$ cat src/rtl/pulse_sequencer.sv
// Discharge pulse-train sequencer: Ton, dead gap, Toff with de-ionisation window.
// Owns start/stop control and the safe-point hand-over of new Ton/Toff pairs.
module pulse_sequencer #(
   parameter int unsigned CNT_W     = 16,
   parameter int unsigned DEAD_CYC  = 3,
   parameter int unsigned DEION_CYC = 20
) (
   input  logic             clk,
   input  logic             rst,
   input  logic             start_req,
   input  logic             stop_req,
   input  logic             param_valid,
   output logic             param_ready,
   input  logic [CNT_W-1:0] ton_in,
   input  logic [CNT_W-1:0] toff_in,
   output logic             pulse_on,
   output logic             deion_on,
   output logic             is_operation,
   output logic             cycle_done,
   output logic             param_applied,
   output logic [1:0]       state_o
);

   localparam int unsigned DW = $clog2(DEION_CYC + 1);

   typedef enum logic [1:0] {
      S_IDLE = 2'd0,
      S_TON  = 2'd1,
      S_DEAD = 2'd2,
      S_TOFF = 2'd3
   } state_t;

   state_t           state, state_nxt;
   logic [CNT_W-1:0] cnt, cnt_nxt;
   logic [DW-1:0]    dleft, dleft_nxt;
   logic [CNT_W-1:0] ton_act, ton_act_nxt, toff_act, toff_act_nxt;
   logic [CNT_W-1:0] ton_stg, ton_stg_nxt, toff_stg, toff_stg_nxt;
   logic [CNT_W-1:0] ton_eff;
   logic             pending, pending_nxt;
   logic             stop_flag, stop_nxt;
   logic             accept, toff_end, apply;
   logic             pulse_on_nxt, deion_on_nxt, cycle_done_nxt, param_applied_nxt;

   // State, counters and parameter registers; outputs are flopped from next-state values
   always_ff @(posedge clk) begin
      if (rst) begin
         state         <= S_IDLE;
         cnt           <= '0;
         dleft         <= '0;
         ton_act       <= CNT_W'(1);
         toff_act      <= CNT_W'(1);
         ton_stg       <= CNT_W'(1);
         toff_stg      <= CNT_W'(1);
         pending       <= 1'b0;
         stop_flag     <= 1'b0;
         param_ready   <= 1'b1;
         pulse_on      <= 1'b0;
         deion_on      <= 1'b0;
         is_operation  <= 1'b0;
         cycle_done    <= 1'b0;
         param_applied <= 1'b0;
      end else begin
         state         <= state_nxt;
         cnt           <= cnt_nxt;
         dleft         <= dleft_nxt;
         ton_act       <= ton_act_nxt;
         toff_act      <= toff_act_nxt;
         ton_stg       <= ton_stg_nxt;
         toff_stg      <= toff_stg_nxt;
         pending       <= pending_nxt;
         stop_flag     <= stop_nxt;
         param_ready   <= ~pending_nxt;
         pulse_on      <= pulse_on_nxt;
         deion_on      <= deion_on_nxt;
         is_operation  <= (state_nxt != S_IDLE);
         cycle_done    <= cycle_done_nxt;
         param_applied <= param_applied_nxt;
      end
   end

   assign state_o = state;

   // Next-state, counter and parameter hand-over logic
   always_comb begin
      state_nxt    = state;
      cnt_nxt      = cnt;
      dleft_nxt    = dleft;
      ton_act_nxt  = ton_act;
      toff_act_nxt = toff_act;
      ton_stg_nxt  = ton_stg;
      toff_stg_nxt = toff_stg;
      pending_nxt  = pending;
      stop_nxt     = stop_flag;

      accept   = param_valid & ~pending;
      toff_end = (state == S_TOFF) && (cnt == '0);
      // Pending pair goes live only while idle or at a Toff end, always as a pair
      apply    = pending && ((state == S_IDLE) || toff_end);
      ton_eff  = apply ? ton_stg : ton_act;

      if (apply) begin
         ton_act_nxt  = ton_stg;
         toff_act_nxt = toff_stg;
         pending_nxt  = 1'b0;
      end

      case (state)
         S_IDLE: begin
            if (start_req && !stop_req) begin
               state_nxt = S_TON;
               cnt_nxt   = ton_eff - CNT_W'(1);
            end
         end
         S_TON: begin
            if (stop_req || (cnt == '0)) begin
               state_nxt = S_DEAD;
               cnt_nxt   = CNT_W'(DEAD_CYC - 1);
               stop_nxt  = stop_flag | stop_req;
            end else begin
               cnt_nxt = cnt - CNT_W'(1);
            end
         end
         S_DEAD: begin
            stop_nxt = stop_flag | stop_req;
            if (cnt == '0) begin
               state_nxt = S_TOFF;
               cnt_nxt   = toff_act - CNT_W'(1);
               dleft_nxt = DW'(DEION_CYC - 1);
            end else begin
               cnt_nxt = cnt - CNT_W'(1);
            end
         end
         S_TOFF: begin
            if (dleft != '0) dleft_nxt = dleft - DW'(1);
            if (cnt == '0) begin
               if (stop_flag || stop_req) begin
                  state_nxt = S_IDLE;
                  stop_nxt  = 1'b0;
               end else begin
                  state_nxt = S_TON;
                  cnt_nxt   = ton_eff - CNT_W'(1);
               end
            end else begin
               cnt_nxt  = cnt - CNT_W'(1);
               stop_nxt = stop_flag | stop_req;
            end
         end
         default: ;
      endcase

      // A pair staged on the Toff-end cycle waits for the following Toff end
      if (accept) begin
         ton_stg_nxt  = (ton_in == '0) ? CNT_W'(1) : ton_in;
         toff_stg_nxt = (toff_in == '0) ? CNT_W'(1) : toff_in;
         pending_nxt  = 1'b1;
      end

      pulse_on_nxt      = (state_nxt == S_TON);
      deion_on_nxt      = (state_nxt == S_TOFF) && ((state != S_TOFF) || (dleft != '0));
      cycle_done_nxt    = (state_nxt == S_TOFF) && (cnt_nxt == '0);
      param_applied_nxt = pending_nxt && ((state_nxt == S_IDLE) || cycle_done_nxt);
   end

endmodule

$ cat config.mk
export PLATFORM = sky130hd
export DESIGN_NAME = pulse_sequencer
export DESIGN_NICKNAME = d
export VERILOG_FILES = /design/src/rtl/pulse_sequencer.sv
export SDC_FILE = /design/constraint.sdc
export NUM_CORES = 1
export LEC_CHECK = 0
export ABC_AREA = 0
export CORE_MARGIN = 2
export CORE_UTILIZATION = 33
export CTS_CLUSTER_SIZE = 28
export DETAILED_ROUTE_END_ITERATION = 8
export SYNTH_ARGS = -nofsm -noshare
export SYNTH_HDL_FRONTEND = slang
export SYNTH_SLANG_ARGS = --single-unit
$ cat constraint.sdc
create_clock -name clk -period 11.85 [get_ports clk]
set_clock_uncertainty 0.2 [all_clocks]
set_input_delay 1.185 -clock clk [delete_from_list [all_inputs] [get_ports clk]]
set_output_delay 1.185 -clock clk [all_outputs]
set_load 0.005 [all_outputs]
# Word-level counts from Yosys, hierarchy flattened
# Index checks and enable logic that the tools add are counted.
totals:
  regBits: 95
  input_bits: 37
  out_inout_bits: 8
  word_cells: 81
classes:
  addsub: 4
  n_eq_ne: 10
  n_mux: 24
  n_bitwise: 4
  reduce_logical: 24
ops:
  columns: ["cell", "count"]
  rows:
  - ["16-bit 2-to-1 mux", 8]
  - ["16-bit zero test", 4]
  - ["16-bit case mux with 4 select lines", 1]
  - ["16-bit by 1-bit subtractor with 16-bit output (second input constant)", 3]
  - ["5-bit 2-to-1 mux", 2]
  - ["5-bit case mux with 2 select lines", 1]
  - ["2-bit 2-to-1 mux", 4]
  - ["2-bit case mux with 4 select lines", 1]
  - ["2-bit equality test (second input constant)", 3]
  - ["1-bit logical AND", 6]
  - ["1-bit 2-to-1 mux", 6]
  - ["2-bit inequality test (second input constant)", 3]
  - ["3-bit AND reduction", 2]
  - ["1-bit logical OR", 5]
  - ["5-bit nonzero test", 1]
  - ["5-bit by 1-bit subtractor with 5-bit output (second input constant)", 1]
  - ["2-bit by 1-bit equality test with 1-bit output (second input constant)", 2]
  - ["2-bit zero test", 2]
  - ["2-bit nonzero test", 2]
  - ["3-bit by 2-bit inequality test with 1-bit output (second input constant)", 1]
  - ["1-bit case mux with 3 select lines", 1]
  - ["3-bit nonzero test", 1]
  - ["2-bit by 1-bit inequality test with 1-bit output (second input constant)", 1]
  - ["1-bit NOT", 2]
  - ["other kinds (3)", 3]

# Longest topological paths before layout
logic_depth:
  word_depth: 13
  depth_mapped: 18
  ltp_nobuf: 17

# Worst setup path before layout
# Ideal clock, no wire load.
synth_path:
  path_type: "reg-to-reg"
  from: "register cnt[0]"
  to: "register param_applied"
  setup_ps: 70
  t_arrival_ps: 4122
  required_ps: 11580
  path_slack_ps: 7459
  path_stages_with_launch: 19
  path_buffers: 2
  synth_period_minus_slack_ps: 4391
  cell_sequence: "dfxtp_1 > inv_1 > ha_1 > nor4b_1 > and4_1 > a21oi_1 > clkbuf_1 > mux2i_1 > ha_1 > or4b_2 > clkbuf_1 > nor4_1 > xnor2_1 > nor2_1 > a221oi_1 > o211ai_1 > nor4_2 > nand4_1 > a21oi_1"
synth_between:
  elab_chain_cells: 13
  elab_cells_between_ends: 26
  classes_between: "2 x add/sub; 1 x eq/ne; 13 x mux; 10 x reduce/logical"
synth_lines:
  columns: ["element", "line_no", "rtl"]
  rows:
  - ["start: declaration", "34", "logic [CNT_W-1:0] cnt, cnt_nxt;"]
  - ["start signal: assignment", "64", "cnt <= cnt_nxt;"]
  - ["16-bit zero test", null, null]
  - ["1-bit logical AND", "96", "toff_end = (state == S_TOFF) && (cnt == '0);"]
  - ["1-bit logical OR", "98", "apply = pending && ((state == S_IDLE) || toff_end);"]
  - ["1-bit logical AND", "98", null]
  - ["16-bit 2-to-1 mux", null, null]
  - ["16-bit by 1-bit subtractor with 16-bit output", "111, 141", null]
  - ["16-bit 2-to-1 mux", "136", "if (stop_flag || stop_req) begin"]
  - ["16-bit 2-to-1 mux", "135", "if (cnt == '0) begin"]
  - ["16-bit case mux with 4 select lines", "107", "case (state)"]
  - ["16-bit zero test", "160", "cycle_done_nxt = (state_nxt == S_TOFF) && (cnt_nxt == '0);"]
  - ["1-bit logical AND", "160", null]
  - ["1-bit logical OR", "161", "param_applied_nxt = pending_nxt && ((state_nxt == S_IDLE) || cycle_done_nxt);"]
  - ["1-bit logical AND *", "161", null]
  - ["end signal: assignment", "77", "param_applied <= param_applied_nxt;"]
  - ["end: declaration", "20", "output logic param_applied,"]
# Mark *: on every way between the ends. The rest lies on a longest branch, timed or not.
# A chain may end at the register's enable or synchronous reset.

# Worst setup path after layout
# Same ends and word-level chain as after synthesis.

==> out/metrics.cfg <==
[outcome]
status = complete, no violations

[floorplanning]
die_area_um2 = 17600
rows = 47
core_area_um2 = 16300
die_width_um = 133
initial_core_util = 0.334
ioPinCount = 45
die_y_um = 133

[power]
power_frac_seq = 0.256
power_switching_w = 0.000862
power_w = 0.00173
leakage_nw = 2.27
power.share.clock = 0.162
p_comb_frac = 0.582
switching_share = 0.499
power.internal_w = 0.000865
cellPowerDensity_nw_per_um2 = 274
peakVddDrop_mv = 0.198

[drt]
ant_nets = 0
dr.first_iter.drc_count = 487
via_per_inst = 5.46
wirelength_um = 15800
vias = 5371
wl_per_cell_um = 16.1
dr.pass1.iters = 5
post-route-drc-count = 0

[setup_path]
crit_chain = inv_1, ha_1, nor4b_1, and4_1, a21oi_2, buf_4, mux2_2, inv_1, ha_1, or4b_2, nor4_1, xnor2_1, nor2_1, a221oi_1, o211ai_1, nor4_2, nand4_1, a21oi_1
crit_arrival_ps = 5200
timing.rr.end = param_applied
rrSetupSlack_ps = 6740
r2r.worst_path.cells = 18
end_kind = flip-flop
critPathMaxStageDelay_ps = 710
crit_slowest_cell = or4b_2
r2r-start = cnt[0]
crit_start = cnt[0]
worstSetupPathType = flip-flop to flip-flop
critPathCapture = param_applied
cp_max_fo = 39
cp.required_ps = 11940
crit_path_start_kind = flip-flop

[hold_path]
hold_path_class = flip-flop to flip-flop

[layout]
finalInstanceArea_um2 = 6310
syn_to_final_growth_pct = 15.7
final_common_cell = nand2_1
diodes = 0
fin_util = 0.386
fin_nets = 801
drive_above_1_share = 0.0498
final_cell_mix = nand2_1 (157), dfxtp_1 (95), a21oi_1 (83)

[logic_synthesis]
synth.area.top_cells = dfxtp_1 (35%), nand2_1 (11%), a21oi_1 (7.7%), xor2_1 (4.2%), nor2_1 (3.8%)
ys_types = 61
synth-async-reset-ratio = 0
syn-cell-area_um2 = 5450
yosysTopAreaCell = dfxtp_1
yosysWarnings = 0
netlist_instances = 742
synth_nets = 785
synth_area_per_cell_um2 = 7.35
synth-seq-area-share = 0.349
synth_top_flop_cell = dfxtp_1
ys_ff_latch = 95
netlist.area_leader.share = 0.349
synth_edf_count = 0

[grt]
grt_usage = 0.182
antenna_found_initial = 0
grt_pass1_wl_um = 25500
grt_max_degree = 93
grt_pass1_vias = 4851
grt-ovfl-total = 0

[clock_tree]
cts_made_buffers = 9
clk_latency_ps = 360
cts.clk_slew.worst_paths_ps = 70
postCtsSetupBuffers = 0
cts_root_buf = clkbuf_16
clk_path_buf_depth = 2
cts_sinks = 95
ctsResizeCount = 0
hold_buffers = 0
cts_tree = built
htreeDepth = 3

[placement]
hpwlAfterDp_um = 11600
io_buffers = 44
pre_cts_ws_ps = 6750
placed_area_um2 = 6030
gp_congestion = 0.933

[sta]
slew-limit-headroom = 0.354
max_freq_mhz = 196
hold_viol = 0
setup-violations-final = 0
fin_crit_ps = 5110
setup_ws_ps = 6740
grt_setup_unrepaired = false
worst_pin_slew_ps = 969
post-route-period-util = 0.431
maxSlewViolCount = 0
finalSetupTns_ps = 0

[flow_run]
drv_cap = 0

## cell usage after synthesis, drive strengths merged, types with 9 or more instances
master and instances:
xor2 26, nor4 22, nand2 157, xnor2 17
nor2b 10, o21ai 31, nor3 25, a21oi 84
clkbuf 38, nor2 55, inv 14, a31oi 9
nand4 11, or3 10, dfxtp 95, or4 10
nand3 18
## power by group through the flow
| stage | registers (W) | logic (W) | clock network, W |
|---|---|---|---|
| 6_report | 0.000441 | 0.00101 | 0.000280 |
| 5_1_grt | 0.000451 | 0.00109 | 0.000296 |
| 3_5_place_dp | 0.000447 | 0.000967 | 0 |
| 2_1_floorplan | 0.000417 | 0.000745 | 0 |
| 3_3_place_gp | 0.000444 | 0.000994 | 0 |
| 4_1_cts | 0.000440 | 0.000975 | 0.000286 |
## worst min-delay path by stage
| stage | start | end | slack (ps) | cells after the start |
|---|---|---|---|---|
| floorplan | toff_stg[0] | toff_stg[0] | 240 | 1 |
| global placement | toff_stg[14] | toff_stg[14] | 240 | 2 |
| detailed placement | toff_stg[14] | toff_stg[14] | 250 | 2 |
| CTS | toff_stg[5] | toff_act[5] | 260 | 2 |
| global route | toff_stg[5] | toff_act[5] | 270 | 2 |
| finish | toff_stg[14] | toff_stg[14] | 260 | 2 |
## through the flow
step                instances  hold slack (ps)
finish                    983              256
global route              983              272
CTS                       983              259
detailed placement        967              249
global placement          967              244
floorplan                 742              235
## layer usage
metal  wire length, um  GRT usage
met5                 0          0
met4               600      0.105
met3              1040     0.0295
met2              6780      0.265
met1              7360      0.253
## final cells by class
| type | instances | area, um2 |
|---|---|---|
| Multi-Input combinational cell | 588 | 3320 |
| Clock buffer | 9 | 225 |
| Clock inverter | 7 | 55.1 |
| Timing Repair Buffer | 50 | 480 |
| Sequential cell | 95 | 1900 |
| Fill cell | 1779 | 10000 |
| Tap cell | 220 | 275 |
| Inverter | 14 | 52.6 |
## worst max-delay path, delay by kind of cell, from the launching register on
family	cells	cell delay, ps
compound gates	4	590
xor+xnor	1	150
fa+ha+maj	2	540
buf+inv	3	500
flops	1	360
mux	1	340
simple gates	7	2350
## registers in the layout (all words and copies together), names as in the netlist
name and count:
cnt 16, cycle_done 1, deion_on 1, dleft 5
is_operation 1, param_applied 1, param_ready 1, pending 1
pulse_on 1, state_o 2, stop_flag 1, toff_act 16
toff_stg 16, ton_act 16, ton_stg 16
## cell families after synthesis
group | share of synthesized area
adder cells (fa/ha/maj) | 0.0138
AO/OA/AOI/OAI | 0.196
buffers and inverters | 0.0438
multiplexers | 0.0151
flip-flops | 0.349
AND/OR/NAND/NOR | 0.314
XOR/XNOR | 0.0691
(Power assumes the default switching activity.)
